File: config.mk
export PLATFORM = sky130hd
export DESIGN_NAME = uart_rx_flat
export DESIGN_NICKNAME = d
export VERILOG_FILES = /design/src/rtl/uart_rx_if.sv /design/src/rtl/uart_rx.sv /design/src/flat_wrapper.sv
export SDC_FILE = /design/constraint.sdc
export NUM_CORES = 1
export LEC_CHECK = 0
export BUFFER_PORTS_ARGS = -buffer_cell sky130_fd_sc_hd__buf_4
export CORE_MARGIN = 1.5
export CORE_UTILIZATION = 40
export CTS_CLUSTER_DIAMETER = 150
export DETAILED_ROUTE_END_ITERATION = 12
export PLACE_DENSITY = 0.58
export SYNTH_ARGS = -nofsm -noshare
export SYNTH_HDL_FRONTEND = slang
export SYNTH_SLANG_ARGS = --single-unit
File: constraint.sdc
create_clock -name Clk -period 3.25 [get_ports Clk]
set_input_delay 0.65 -clock Clk [delete_from_list [all_inputs] [get_ports Clk]]
set_output_delay 0.65 -clock Clk [all_outputs]
set_load 0.01 [all_outputs]
File: src/rtl/uart_rx_if.sv
// uart_rx_if: serial pin, FIFO read handshake and status lines of the buffered UART receiver.
interface uart_rx_if;
    logic       RX;
    logic       read_data;
    logic [7:0] Data_RX;
    logic       data_valid;
    logic       is_busy;
    logic       frame_error;
    logic       overflow;
    modport slave (input RX, read_data, output Data_RX, data_valid, is_busy, frame_error, overflow);
    modport master (output RX, read_data, input Data_RX, data_valid, is_busy, frame_error, overflow);
endinterface

File: src/rtl/uart_rx.sv
// uart_rx: 8N1 receiver with stop-bit check and a 16-entry first-word-fall-through FIFO.
module uart_rx #(
    parameter int CLKS_PER_BIT = 868
) (
    input logic     Clk,
    input logic     Rst,
    uart_rx_if.slave bus
);
    localparam int CW = $clog2(CLKS_PER_BIT + 1);
    localparam logic [CW-1:0] H_C = CW'(CLKS_PER_BIT / 2);
    localparam logic [CW-1:0] N_C = CW'(CLKS_PER_BIT);
    localparam logic [2:0] IDLE = 3'd0, START = 3'd1, DATA = 3'd2, STOP = 3'd3, WAIT_HIGH = 3'd4;

    logic          sync1_q, rx_s_q;
    logic [2:0]    state_q, state_d;
    logic [CW-1:0] cnt_q, cnt_d;
    logic [2:0]    bit_q, bit_d;
    logic [7:0]    shift_q, shift_d;
    logic          frame_error_q, frame_error_d;
    logic          overflow_q, overflow_d;
    logic [3:0]    head_q, head_d, tail_q, tail_d;
    logic [4:0]    count_q, count_d;
    logic [7:0]    mem_q [16];
    logic [7:0]    mem_d [16];
    logic          good, pop, push, full;

    // cnt holds the cycle number since the falling edge, restarting at 1 after each sample point
    always_comb begin
        state_d = state_q;
        cnt_d = cnt_q + 1'b1;
        bit_d = bit_q;
        shift_d = shift_q;
        frame_error_d = 1'b0;
        good = 1'b0;
        case (state_q)
            IDLE: begin
                cnt_d = CW'(1);
                state_d = rx_s_q ? IDLE : START;
            end
            START: if (cnt_q == H_C) begin
                state_d = rx_s_q ? IDLE : DATA;
                cnt_d = CW'(1);
                bit_d = 3'd0;
            end
            DATA: if (cnt_q == N_C) begin
                cnt_d = CW'(1);
                shift_d = {rx_s_q, shift_q[7:1]};
                bit_d = bit_q + 1'b1;
                state_d = (bit_q == 3'd7) ? STOP : DATA;
            end
            STOP: if (cnt_q == N_C) begin
                state_d = rx_s_q ? IDLE : WAIT_HIGH;
                good = rx_s_q;
                frame_error_d = !rx_s_q;
            end
            WAIT_HIGH: state_d = rx_s_q ? IDLE : WAIT_HIGH;
            default: state_d = IDLE;
        endcase
    end

    // a pop in the same cycle frees the slot, so a full FIFO still accepts the byte
    always_comb begin
        pop = bus.read_data && (count_q != 5'd0);
        full = (count_q == 5'd16);
        push = good && (!full || pop);
        overflow_d = overflow_q | (good && full && !pop);
        mem_d = mem_q;
        if (push) mem_d[head_q] = shift_q;
        head_d = head_q + {3'b0, push};
        tail_d = tail_q + {3'b0, pop};
        count_d = count_q + {4'b0, push} - {4'b0, pop};
    end

    always_ff @(posedge Clk) begin
        if (Rst) begin
            sync1_q <= 1'b1;
            rx_s_q <= 1'b1;
            state_q <= IDLE;
            cnt_q <= '0;
            bit_q <= '0;
            shift_q <= '0;
            frame_error_q <= 1'b0;
            overflow_q <= 1'b0;
            head_q <= '0;
            tail_q <= '0;
            count_q <= '0;
            mem_q <= '{default: '0};
        end else begin
            sync1_q <= bus.RX;
            rx_s_q <= sync1_q;
            state_q <= state_d;
            cnt_q <= cnt_d;
            bit_q <= bit_d;
            shift_q <= shift_d;
            frame_error_q <= frame_error_d;
            overflow_q <= overflow_d;
            head_q <= head_d;
            tail_q <= tail_d;
            count_q <= count_d;
            mem_q <= mem_d;
        end
    end

    assign bus.Data_RX = mem_q[tail_q];
    assign bus.data_valid = (count_q != 5'd0);
    assign bus.is_busy = (state_q != IDLE);
    assign bus.frame_error = frame_error_q;
    assign bus.overflow = overflow_q;
endmodule

File: src/flat_wrapper.sv
// flat-port wrapper written by rule: the top's interface ports become plain ports
module uart_rx_flat 
#(
    parameter int CLKS_PER_BIT = 868
)
  (Clk, Rst, bus_RX, bus_read_data, bus_Data_RX, bus_data_valid, bus_is_busy, bus_frame_error, bus_overflow);
  uart_rx_if bus_i ();
  input logic Clk;
  input logic Rst;
  input wire logic [$bits(bus_i.RX)-1:0] bus_RX;
  input wire logic [$bits(bus_i.read_data)-1:0] bus_read_data;
  output wire logic [$bits(bus_i.Data_RX)-1:0] bus_Data_RX;
  output wire logic [$bits(bus_i.data_valid)-1:0] bus_data_valid;
  output wire logic [$bits(bus_i.is_busy)-1:0] bus_is_busy;
  output wire logic [$bits(bus_i.frame_error)-1:0] bus_frame_error;
  output wire logic [$bits(bus_i.overflow)-1:0] bus_overflow;
  assign bus_i.RX = bus_RX;
  assign bus_i.read_data = bus_read_data;
  assign bus_Data_RX = bus_i.Data_RX;
  assign bus_data_valid = bus_i.data_valid;
  assign bus_is_busy = bus_i.is_busy;
  assign bus_frame_error = bus_i.frame_error;
  assign bus_overflow = bus_i.overflow;
  uart_rx #(.CLKS_PER_BIT(CLKS_PER_BIT)) u_core (.Clk(Clk), .Rst(Rst), .bus(bus_i));
endmodule
Yosys cells after proc, flatten, opt, wreduce, memory -nomap -nowiden

Index checks and enable logic that the tools add are counted.

Bits in registers: 169
Input port bits: 4
Word-level logic and storage cells: 91

Add/subtract/negate cells: 6
$lt $le $gt $ge: 3
Equality and inequality tests: 11
Multiplexer cells: 22
Bitwise operators: 5
Reduce and logical (&&, ||, !) cells: 17

Operators with widths:

| kind                                                                          | number |
|---|---|
| 128-bit bitwise mux                                                           | 1 |
| 8-bit binary-select mux with 4-bit select                                     | 1 |
| 8-bit demux with 4-bit select                                                 | 1 |
| 10-bit one-hot mux with 3 select lines                                        | 1 |
| 8-bit two-way mux                                                             | 3 |
| 10-bit two-way mux                                                            | 2 |
| 3-bit two-way mux                                                             | 6 |
| 3-bit one-hot mux with 5 select lines                                         | 1 |
| 10-bit by 1-bit adder with 10-bit output (second input constant)              | 1 |
| 10-bit equality test (second input constant)                                  | 1 |
| 10-bit by 9-bit equality test with 1-bit output (second input constant)       | 1 |
| 5-bit >= comparator (second input constant)                                   | 2 |
| 4-bit NOT with 5-bit output                                                   | 2 |
| 4-bit by 1-bit adder with 4-bit output                                        | 2 |
| 3-bit by 2-bit equality test with 1-bit output (second input constant)        | 2 |
| 3-bit equality test (second input constant)                                   | 2 |
| 2-bit by 1-bit != test with 1-bit output (second input constant)              | 3 |
| 3-bit one-hot mux with 2 select lines                                         | 1 |
| 3-bit AND reduction                                                           | 2 |
| 5-bit by 1-bit adder with 5-bit output                                        | 1 |
| 5-bit equality test (second input constant)                                   | 1 |
| 1-bit logical AND                                                             | 5 |
| 5-bit by 1-bit less-than comparator with 1-bit output (second input constant) | 1 |
| 5-bit nonzero test                                                            | 1 |
| other kinds (14)                                                              | 20 |

Depth between registers and ports, before layout

Depth in word-level cells: 6
Gate-level depth with buffers: 13

Worst setup path after synthesis

Ideal clock, no wire load.

Path kind: reg2reg
From: register u_core.count_q[3]
To: register u_core.count_q[4]
Library setup time: 0.071 ns
Arrival: 2.968 ns
Data required time: 3.179 ns
Setup slack: 0.211 ns
Cell stages (with the launch flop): 14
Path buffers: 2
Period minus slack after synthesis: 3.039 ns
Path through: dfxtp_1 inv_1 ha_1 or3b_1 or3b_1 buf_6 buf_6 and3_1 ha_1 fa_1 a21oi_1 nor2_1 or3_1 a21oi_1

Word-level cells in the longest chain between the ends: 6
Elaborated cells between the ends (all ways): 8
Those cells by class: add/sub: 2; eq/ne: 1; reduce/logical: 5

RTL lines:

| item                                                      | line                         | RTL |
|---|---|---|
| start, declared                                           | uart_rx.sv:22                | `logic [4:0] count_q, count_d;` |
| start signal, assigned                                    | uart_rx.sv:99                | `count_q <= count_d;` |
| 5-bit equality test or 5-bit nonzero test (tied branches) | uart_rx.sv:64, uart_rx.sv:63 |  |
| 1-bit zero test or 1-bit logical AND (tied branches)      | uart_rx.sv:65, uart_rx.sv:63 |  |
| 1-bit logical OR                                          | uart_rx.sv:65                | `push = good && (!full \|\| pop);` |
| 1-bit logical AND                                         | uart_rx.sv:65                |  |
| 5-bit by 1-bit adder with 5-bit output                    | uart_rx.sv:71                | `count_d = count_q + {4'b0, push} - {4'b0, pop};` |
| 5-bit by 1-bit subtractor with 5-bit output (*)           | uart_rx.sv:71                |  |

Mark *: on every way between the ends. The rest lies on a longest branch, timed or not.
A chain may end at the register's enable or synchronous reset.

Worst setup path after layout

From: register u_core.count_q[2]
To: register u_core.count_q[4]

The elaborated chain is that of the path after synthesis.

==> impl_results.md <==
* Worst Hold Depth at 2
* Die Span X at 147 um
* Pin count of the biggest net entering global routing at 91
* Num Clock Sinks at 169
* Ordered list of cells on the worst path: inv_1 > ha_1 > or3b_1 > or2_2 > and2_1 > ha_1 > inv_1 > ha_1 > fa_2 > a21oi_1 > nor2_1 > or3_1 > a21oi_1
* H-tree levels at 4
* Cell at the root of the clock tree: sky130_fd_sc_hd__clkbuf_16
* Post-placement cell count at 990
* Number of ports placed on the die boundary at 16
* Area of the mapped netlist at 8310 sq um
* Area fraction in compound gates after synthesis at 0.0310
* Mux cell area share after synthesis at 0.252
* TritonCTS clock tree: yes
* Highest fanout seen on the critical path at 3
* Max frequency at 0.325 GHz
* Count of flip-flops with a built-in enable after synthesis at 0
* Clock transition time at the flip-flop clock pins of the worst setup and hold paths at 0.07 ns
* Synthesized netlist cell count at 753
* Synth-to-layout area growth at 11.0%
* Dominant combinational cell family by area after synthesis: multiplexers
* Vias at 5,351
* Part of the Yosys area used for sequential elements at 0.407
* Final min period at 3.07 ns
* Hold-fix buffers at CTS at 0
* Worst relative slew slack at 0.434
* Tot Pwr at 0.00502 W
* Worst hold path startpoint: bus_RX
* Critical path endpoint category: flop
* # nets final at 759
* Worst hold-check slack at 0.411 ns
* Post-Synth XOR/XNOR Area at 0.0158
* Wire length of the first global-routing pass at 30,100 um
* Setup slack of the critical path after layout at 0.176 ns
* Via count of the first global-routing pass at 5,573
* Routed Antenna Nets at 0
* Period Utilization, post-route at 0.946
* Setup repair after global routing missed its margin: false
* Critical Path RT at 3.61 ns
* Insertion delay to the later sink of the worst-skew pair at 0.43 ns
* Die Outline Area at 21,700 sq um
* CTS max path bufs at 2
* Layout cell share with drive strength beyond 1 at 0.164
* Crit path top cell by count: sky130_fd_sc_hd__ha_1
* Most instantiated flip-flop cell in the synthesis netlist: sky130_fd_sc_hd__dfxtp_1
* Average cell area after synthesis at 11.0 sq um
* CP arrival at 3.44 ns
* Site row count at 52
* Hold-critical path endpoint: u_core.sync1_q
* Initial core utilization at 0.409
* Leftover overflow at the end of global routing at 0
* Beginning of the worst register-to-register path: u_core.count_q[2]
* Flip-flop and latch count after synthesis at 169
* DRT Pass-1 Iters at 4
* Final setup viols at 0
* Worst-path cell with the longest stage delay: sky130_fd_sc_hd__or3b_1
* Routed length per instance at 17.9 um
* Max capacitance violation total at 0
* Hold crit path type: primary input to flop
* Ant diodes at 0
* Die Y at 147 um
* Crit Path Category: flop to flop
* Post-DR vias/cell at 5.24
* Total half-perimeter wirelength after legalization and detailed placement at 12,100 um
* Least-Margin Pin Slew at 0.846 ns
* Final number of hold-violating endpoints at 0
* Pwr dens at 544 nW/um^2
* Post-synthesis share of cell area spent on and, or, nand and nor gates at 0.234
* Synthesized Nets at 773
* Total Neg Setup Slack at 0 ns
* Worst slack, placed at 0.147 ns
* Total count of max-transition violations in the final report at 0
* Kind of start point of the critical path: flop
* Initial antenna violation count at 0
* Buffers on Ports at 15
* # DRC at 0
* Peak supply drop at 0.000442 V
* Async set-reset flop share out of synthesis at 0
* Worst reg-to-reg path cell count at 13
* Adder-cell area share of the yosys netlist at 0.0250
* Peak per-stage delay on the critical path at 0.38 ns
* Wire length reported by the detailed router at 18,300 um
* Placeable core region at 20,300 sq um
* Global-route usage over all layers at 0.179
* Yosys cell types at 53
* Fill count at 1,881
* Final Skew at 0.0130 ns
* Initial DRC count at 263
* Reg2reg setup slack at 0.18 ns
* Yosys warning count at 0
* Outcome: complete, no violations
* Reg-to-reg endpoint: u_core.count_q[4]
* Number of non-filler instances in the completed layout at 1,022
* CTS buffer count at 17
* Standby leakage power at 3.97 nW
* Last weighted congestion value of the routability-driven placer at 0.773
[per-layer routing]
metal,routed length (um),share of wire,GRT usage
met5,0,0,0
met4,134,0.0073,0.0435
met3,408,0.022,0.0342
met2,9020,0.49,0.305
met1,8720,0.48,0.234
[final cells by class]
class / count / area (sq um) / share of cell area
well taps: 270 / 338 / 0.0366
multi-input cells: 515 / 4630 / 0.502
flip-flops and latches: 169 / 3380 / 0.367
clock buffers: 19 / 443 / 0.0480
repair buffers: 26 / 208 / 0.0225
clock inverters: 13 / 178 / 0.0193
inverters: 10 / 37.5 / 0.00407
[cell families after synthesis]
family / Yosys count
muxes: 169
and+or+nand+nor: 280
DFF: 169
AOI/OAI and AO/OA: 35
adders and majority gates: 16
buffers and inverters: 69
xor gates and xnor gates: 15
[Yosys cell counts, types with 4 or more instances]
library cell | n | area [sq um]
sky130_fd_sc_hd__a22oi_1 | 16 | 120
sky130_fd_sc_hd__inv_1 | 10 | 37.5
sky130_fd_sc_hd__nor2b_1 | 13 | 81.3
sky130_fd_sc_hd__and2_1 | 4 | 25.0
sky130_fd_sc_hd__ha_1 | 15 | 188
sky130_fd_sc_hd__nor2_1 | 37 | 139
sky130_fd_sc_hd__xnor2_1 | 8 | 70.1
sky130_fd_sc_hd__nand2_1 | 17 | 63.8
sky130_fd_sc_hd__dfxtp_1 | 169 | 3380
sky130_fd_sc_hd__nor3_1 | 6 | 30.0
sky130_fd_sc_hd__nand4_1 | 5 | 31.3
sky130_fd_sc_hd__clkbuf_1 | 43 | 161
sky130_fd_sc_hd__mux2i_1 | 137 | 1370
sky130_fd_sc_hd__xor2_1 | 7 | 61.3
sky130_fd_sc_hd__nor3b_1 | 5 | 37.5
sky130_fd_sc_hd__nand4_4 | 15 | 319
sky130_fd_sc_hd__and3_1 | 4 | 25.0
sky130_fd_sc_hd__buf_2 | 7 | 35.0
sky130_fd_sc_hd__nand3_1 | 6 | 30.0
sky130_fd_sc_hd__or2_2 | 5 | 31.3
sky130_fd_sc_hd__a21oi_1 | 4 | 20.0
sky130_fd_sc_hd__mux4_2 | 32 | 721
sky130_fd_sc_hd__nand2b_1 | 144 | 901
[stage by stage]
stage	utilization	area (sq um)
global placement	0.424	8600
floorplan	-	8310
detailed placement	0.424	8600
global route	0.454	9220
CTS	0.454	9220
finish	0.454	9220
[worst max-delay path by stage]
stage	from	end	slack [ns]	cells after the start
final	u_core.count_q[2]	u_core.count_q[4]	0.18	13
after global routing	u_core.count_q[2]	u_core.count_q[4]	0.04	13
after CTS	u_core.count_q[2]	u_core.count_q[4]	0.13	13
after detailed placement	u_core.count_q[2]	u_core.count_q[4]	0.15	13
after global placement	u_core.count_q[3]	u_core.count_q[4]	0.29	13
after floorplan	u_core.count_q[3]	u_core.count_q[4]	0.21	13
[state kept, by name (all words and copies together), names as in the netlist]
| register | flops |
|---|---|
| u_core.sync1_q | 1 |
| u_core.rx_s_q | 1 |
| u_core.tail_q | 4 |
| u_core.state_q | 3 |
| u_core.shift_q | 8 |
| u_core.bit_q | 3 |
| u_core.mem_q | 128 |
| u_core.bus.overflow | 1 |
| u_core.bus.frame_error | 1 |
| u_core.head_q | 4 |
| u_core.count_q | 5 |
| u_core.cnt_q | 10 |
[where the power goes]
part | total (W) | internal [W] | switching (W)
logic | 0.000714 | 0.000340 | 0.000374
registers | 0.00216 | 0.00211 | 0.0000462
clock network | 0.00215 | 0.00125 | 0.000893
total | 0.00502 | 0.00371 | 0.00131
[cells in the final DEF, fill, tap and decap left out, types with 2 or more instances in the layout]
cell type,count
sky130_fd_sc_hd__nor2_1,37
sky130_fd_sc_hd__clkinvlp_4,2
sky130_fd_sc_hd__or3b_2,2
sky130_fd_sc_hd__ha_1,15
sky130_fd_sc_hd__mux2i_1,137
sky130_fd_sc_hd__nand2b_1,144
sky130_fd_sc_hd__bufinv_16,3
sky130_fd_sc_hd__and4_1,2
sky130_fd_sc_hd__nand2_1,17
sky130_fd_sc_hd__xnor2_1,8
sky130_fd_sc_hd__a31oi_1,3
sky130_fd_sc_hd__clkbuf_16,17
sky130_fd_sc_hd__or2_2,5
sky130_fd_sc_hd__nor2b_1,13
sky130_fd_sc_hd__nor3_1,6
sky130_fd_sc_hd__or3b_1,2
sky130_fd_sc_hd__or3_1,2
sky130_fd_sc_hd__and3_1,4
sky130_fd_sc_hd__nand4_1,5
sky130_fd_sc_hd__nor3b_1,5
sky130_fd_sc_hd__buf_4,25
sky130_fd_sc_hd__a21oi_1,4
sky130_fd_sc_hd__a41oi_1,2
sky130_fd_sc_hd__inv_6,7
sky130_fd_sc_hd__nand4_4,15
sky130_fd_sc_hd__and2_1,4
sky130_fd_sc_hd__o221ai_1,2
sky130_fd_sc_hd__a22oi_1,16
sky130_fd_sc_hd__dfxtp_1,168
sky130_fd_sc_hd__nand3_1,6
sky130_fd_sc_hd__xor2_1,7
sky130_fd_sc_hd__nor2_4,2
sky130_fd_sc_hd__inv_1,10
sky130_fd_sc_hd__mux4_2,32
[worst max-delay path: cells and delay by family (launching register included)]
kind,cells,cell delay (ns)
AOI/OAI and AO/OA,2,0.30
adders and majority gates,4,0.98
buffers and inverters,2,0.13
DFF,1,0.33
and+or+nand+nor,5,1.27
[timing repair]
item,CTS,global route
resized for setup,0,1
setup endpoints to repair,0,1
buffers inserted,0,0
Power figures use the tool's default switching activity.
